[config.mk]
export PLATFORM = sky130hd
export DESIGN_NAME = fetch_stage
export DESIGN_NICKNAME = d
export VERILOG_FILES = /design/src/rtl/fetch_stage.sv
export SDC_FILE = /design/constraint.sdc
export NUM_CORES = 1
export LEC_CHECK = 0
export CAP_MARGIN = 20
export CORE_MARGIN = 2
export CORE_UTILIZATION = 56
export DETAILED_ROUTE_END_ITERATION = 16
export PLACE_DENSITY = 0.85
export SYNTH_ARGS = -nofsm -noshare
export SYNTH_HDL_FRONTEND = slang
export SYNTH_SLANG_ARGS = --single-unit
[constraint.sdc]
create_clock -name clk -period 4.63 [get_ports clk]
set_input_delay 1.1575 -clock clk [delete_from_list [all_inputs] [get_ports clk]]
set_output_delay 1.1575 -clock clk [all_outputs]
set_load 0.05 [all_outputs]
[src/rtl/fetch_stage.sv]
// Instruction-fetch stage with IF/ID pipeline register: owns the PC, talks to
// instruction memory over a hold-until-ready handshake, and honours stall/flush/redirect.
module fetch_stage #(
  parameter int unsigned           ADDR_W   = 32,
  parameter logic [ADDR_W-1:0]     RESET_PC = '0
) (
  input  logic              clk,
  input  logic              reset,
  input  logic              stall,
  input  logic              flush,
  input  logic              redirect_valid,
  input  logic [ADDR_W-1:0] redirect_pc,
  output logic              imem_req,
  output logic [ADDR_W-1:0] imem_addr,
  input  logic              imem_ready,
  input  logic [31:0]       imem_rdata,
  output logic              ifid_valid,
  output logic [31:0]       ifid_instr,
  output logic [ADDR_W-1:0] ifid_pc4,
  output logic [5:0]        ifid_opcode
);

  typedef enum logic [1:0] {REQ, DRAIN, BUF} state_t;

  state_t            state;
  logic [ADDR_W-1:0] pc;
  logic [ADDR_W-1:0] pending_pc;
  logic [ADDR_W-1:0] buf_pc4;
  logic [31:0]       buf_instr;

  logic [ADDR_W-1:0] pc_plus4;
  logic [ADDR_W-1:0] redirect_tgt;
  logic              ready;
  logic              load_new;
  logic [31:0]       new_instr;
  logic [ADDR_W-1:0] new_pc4;

  assign pc_plus4     = pc + ADDR_W'(4);
  assign redirect_tgt = redirect_pc & ~ADDR_W'(3);

  assign imem_req    = ((state == REQ) || (state == DRAIN)) && !reset;
  assign imem_addr   = pc;
  assign ready       = imem_ready && imem_req;
  assign ifid_opcode = ifid_instr[31:26];

  // An instruction reaches IF/ID either straight from memory or from the stall buffer.
  always_comb begin
    load_new  = 1'b0;
    new_instr = imem_rdata;
    new_pc4   = pc_plus4;
    case (state)
      REQ: load_new = ready && !redirect_valid && !stall;
      BUF: begin
        load_new  = !redirect_valid && !stall;
        new_instr = buf_instr;
        new_pc4   = buf_pc4;
      end
      default: load_new = 1'b0;
    endcase
  end

  always_ff @(posedge clk) begin
    if (reset) begin
      state      <= REQ;
      pc         <= RESET_PC;
      pending_pc <= '0;
      buf_instr  <= '0;
      buf_pc4    <= '0;
      ifid_valid <= 1'b0;
      ifid_instr <= '0;
      ifid_pc4   <= '0;
    end else begin
      case (state)
        REQ: begin
          if (redirect_valid && ready) begin
            pc <= redirect_tgt;
          end else if (redirect_valid) begin
            pending_pc <= redirect_tgt;
            state      <= DRAIN;
          end else if (ready && !stall) begin
            pc <= pc_plus4;
          end else if (ready) begin
            buf_instr <= imem_rdata;
            buf_pc4   <= pc_plus4;
            pc        <= pc_plus4;
            state     <= BUF;
          end
        end
        DRAIN: begin
          // The outstanding request must complete at the old pc before retargeting.
          if (ready) begin
            pc    <= redirect_valid ? redirect_tgt : pending_pc;
            state <= REQ;
          end else if (redirect_valid) begin
            pending_pc <= redirect_tgt;
          end
        end
        BUF: begin
          if (redirect_valid) begin
            pc    <= redirect_tgt;
            state <= REQ;
          end else if (!stall) begin
            state <= REQ;
          end
        end
        default: state <= REQ;
      endcase

      if (redirect_valid || flush) begin
        ifid_valid <= 1'b0;
        ifid_instr <= '0;
      end else if (stall) begin
        ifid_valid <= ifid_valid;
      end else if (load_new) begin
        ifid_valid <= 1'b1;
        ifid_instr <= new_instr;
        ifid_pc4   <= new_pc4;
      end else begin
        ifid_valid <= 1'b0;
        ifid_instr <= '0;
      end
    end
  end

endmodule

== Word-level counts from Yosys, hierarchy flattened ==
Cells that the tools add are included.

* Logic and storage cells: 70
* Output and inout port bits: 104
* Bits in registers: 195

* Bitwise gates (word level): 5
* Reduce and logical (&&, ||, !) cells: 21
* Muxes and demuxes: 24
* Equality and inequality tests: 11
* Add/subtract/negate cells: 1

{| class="wikitable"
|+ Operators with widths
! operator !! count
|-
| two-way mux 32 bit || 12
|-
| case mux 32 bit (3 select lines) || 1
|-
| case mux 32 bit (2 select lines) || 1
|-
| adder 32 x 3 -> 32 bit, second input constant || 1
|-
| AND reduction 5 bit || 3
|-
| two-way mux 2 bit || 7
|-
| inequality test 3 bit, second input constant || 3
|-
| inequality test 2 bit, second input constant || 4
|-
| logical AND 1 bit || 7
|-
| case mux 2 bit (3 select lines) || 1
|-
| AND reduction 3 bit || 2
|-
| inverter 1 bit || 5
|-
| inequality test 4 x 2 -> 1 bit, second input constant || 1
|-
| logical NOT 1 bit || 3
|-
| inequality test 3 x 2 -> 1 bit, second input constant || 1
|-
| nonzero test 3 bit || 1
|-
| equality test 2 x 1 -> 1 bit, second input constant || 1
|-
| equality test 2 bit, second input constant || 1
|-
| logical NOT 2 bit || 1
|-
| logical OR 1 bit || 2
|-
| case mux 1 bit (2 select lines) || 1
|-
| nonzero test 2 bit || 1
|-
| OR reduction 2 bit || 1
|-
| two-way mux 1 bit || 1
|}

== Logic depth before layout (Yosys ltp) ==
* Depth after elaboration: 9
* Mapped depth: 10

== Worst setup path before layout ==
OpenSTA, ideal clock, no wires.

* Path type: input to output
* Start: in reset
* End: out imem_req
* Cell stages on the path: 4
* Buffers on the path: 3
* Path slack: 1.105 ns
* Data arrival time: 2.368 ns
* Cell sequence: buf_2 clkbuf_1 clkbuf_1 nor2_1

* Cells in the longest elaborated chain, start to end: 2

{| class="wikitable"
|+ Ends and longest elaborated chain
! what !! line !! text
|-
| from (decl) || 8 || <nowiki>input logic reset,</nowiki>
|-
| logical NOT 1 bit || 41 || <nowiki>assign imem_req = ((state == REQ) || (state == DRAIN)) && !reset;</nowiki>
|-
| logical AND 1 bit || 41 ||
|-
| to (decl) || 13 || <nowiki>output logic imem_req,</nowiki>
|}

No other way between the ends.

== Worst setup path in the final report ==
Same ends and word-level chain as after synthesis.

==> metrics.yaml <==
synth_top_cell_by_area: "dfxtp_1"
gr-total-overflow: 0
required_ns: 3.47
initial_core_util: 0.571
rsz0062_at_grt: "false"
cts.sinks: 195
seqPwrFrac: 0.399
final_nets: 1317
grt_pass1_vias: 7805
yosysSeqAreaShare: 0.432
critPathCaptureType: "output pin"
setup_violations: 0
drive_gt1_frac: 0.0590
syn2layout_area_growth_pct: 26.4
synth.area.top_cells: "dfxtp_1 43%, a21oi_1 7.7%, nand2_1 7.4%"
power_frac_clock: 0.314
port_buffers: 171
ys_warn_count: 0
cts_buffer_depth: 2
grt_pass1_wl_um: 39400
crit_type: "primary input to output pin"
wl_um: 25200
place_inst: 1437
cts_made_buffers: 17
wl_met3_um: 2260
max-slew-margin-rel: 0.415
cp-start-kind: "primary input"
crit_arrival_ns: 2.39
routed-wl-met2_um: 11800
die_h_um: 131
cp_max_fo: 48
syn_avg_cell_area_um2: 8.00
setup_tns_ns: 0
drv_cap: 0
wl_met1_um: 10700
fmax_mhz: 282
drc: 0
ff2ff_setup_slack_ns: 1.84
period_share: 0.767
clk_pin_slew_ns: 0.06
cts-root-buf: "clkbuf_16"
p_switching_w: 0.00174
r2r_cells: 7
grt_max_degree: 88
holdPathStages: 2
htree_levels: 4
outcome: "finished, final reports clean"
wl_per_cell_um: 17.2
via_per_inst: 5.96
hold_buffers: 0
core_area_mm2: 0.0158
drt_iter0_markers: 882
hpwl_um: 16900
globalplace.congestion: 0.920
p_int_w: 0.00318
vias: 8757
finalHoldViolCount: 0
drtPass1Iterations: 8
synthCells: 1131
cellLeakagePower_nw: 3.88
syn_area_mm2: 0.00904
powerDensity_mw_per_mm2: 430
highest_layer: "met5"
cts_tree: "done"
synth_cell_type_count: 58
slew_viol_final: 0
finalCriticalPeriod_ns: 3.55
syn_nets: 1206
power_frac_comb: 0.287
total_power_w: 0.00492
io_pins: 174
antenna_found_initial: 1
grt_util_all_layers: 0.290
yosysMostFrequentCell: "dfxtp_1"
die_area_mm2: 0.0172
n_antenna_cell: 0
clkLatencyLatePin_ns: 0.44
synth_top_flop_cell: "dfxtp_1"
ir_worst_vdd_mv: 0.337
ant_nets: 0
synth_top_area_frac: 0.432
async_reset_ff_frac: 0
rows: 46
fillers: 1206
netlist_top_cells_count: "195 x dfxtp_1, 178 x nand2_1, 140 x nor2_1"
cts_resized: 0
synth_edf_count: 0
ys_ff_latch: 195
die_x_um: 131
final-instance-count-excl-fill: 1470
fin_skew_ns: 0.0105
tightest_slew_ns: 0.878
switching_share: 0.353
hold_class: "register to register"
cts_setup_buffers: 0
registers in the layout (all words and copies together), names as in the netlist:
name and count:
ifid_pc4 32, buf_pc4 32, buf_instr 32, imem_addr 32, pending_pc 32, ifid_instr 32
ifid_valid 1, state 2
path summary, 6_finish.rpt:
check | from | endpoint
setup reg to reg | state[1]$_SDFFE_PP0P_ | imem_addr[22]$_SDFFE_PP0P_
setup / recovery | reset | imem_req
hold reg to reg | ifid_pc4[11]$_SDFFE_PP0P_ | ifid_pc4[11]$_SDFFE_PP0P_
hold / removal | ifid_pc4[11]$_SDFFE_PP0P_ | ifid_pc4[11]$_SDFFE_PP0P_
logic make-up after synthesis:
kind of cell | count (synthesis) | synth area share
and+or+nand+nor | 457 | 0.233
AOI/OAI and AO/OA | 296 | 0.208
DFF | 195 | 0.432
buffers and inverters | 116 | 0.0544
muxes | 40 | 0.0445
xor gates and xnor gates | 22 | 0.0213
adders and majority gates | 5 | 0.00692
metrics by stage:
step | utilization | hold WS (ns) | area, µm² | setup WS (ns)
6_report | 0.722 | 0.451 | 11400 | 1.08
5_1_grt | 0.722 | 0.470 | 11400 | 0.957
4_1_cts | 0.721 | 0.452 | 11400 | 1.06
3_5_place_dp | 0.683 | 0.445 | 10800 | 0.804
3_3_place_gp | 0.683 | 0.439 | 10800 | 0.878
2_1_floorplan | - | 0.436 | 9040 | 1.10
power groups by stage:
stage / Sequential, W / Combinational (W) / Clock, W
2_1_floorplan: 0.00218 / 0.000740 / 0
6_report: 0.00196 / 0.00141 / 0.00154
3_5_place_dp: 0.00199 / 0.00138 / 0
4_1_cts: 0.00196 / 0.00139 / 0.00155
3_3_place_gp: 0.00199 / 0.00135 / 0
5_1_grt: 0.00198 / 0.00151 / 0.00162
cells in the final DEF (no fill, tap or decap), types with 19 or more instances in the layout:
master,n
a221oi_1,19
nor2_1,138
dfxtp_1,195
clkdlybuf4s50_1,170
nand3_1,25
mux2i_1,38
a211oi_1,35
a21oi_1,139
buf_4,20
nand2_1,178
nor3_1,33
o21ai_0,21
routing by layer:
layer / GRT usage / vias to the layer above
li1: - / 4206
met1: 0.393 / 4070
met2: 0.464 / 433
met4: 0.0932 / 2
met5: 0 / -
met3: 0.0605 / 46
critical path, cell delays in order:
cell             delay [ns]
buf_4                  0.25
nor2_1                 0.17
clkdlybuf4s50_1        0.81
layout make-up:
type | count | area [µm²] | share of cell area
flip-flops and latches | 195 | 3900 | 0.341
repair buffers | 193 | 1900 | 0.166
multi-input cells | 820 | 4690 | 0.410
clock buffers | 18 | 439 | 0.0384
well taps | 216 | 270 | 0.0236
inverters | 15 | 56.3 | 0.00492
clock inverters | 13 | 175 | 0.0153
(Power assumes the default switching activity.)
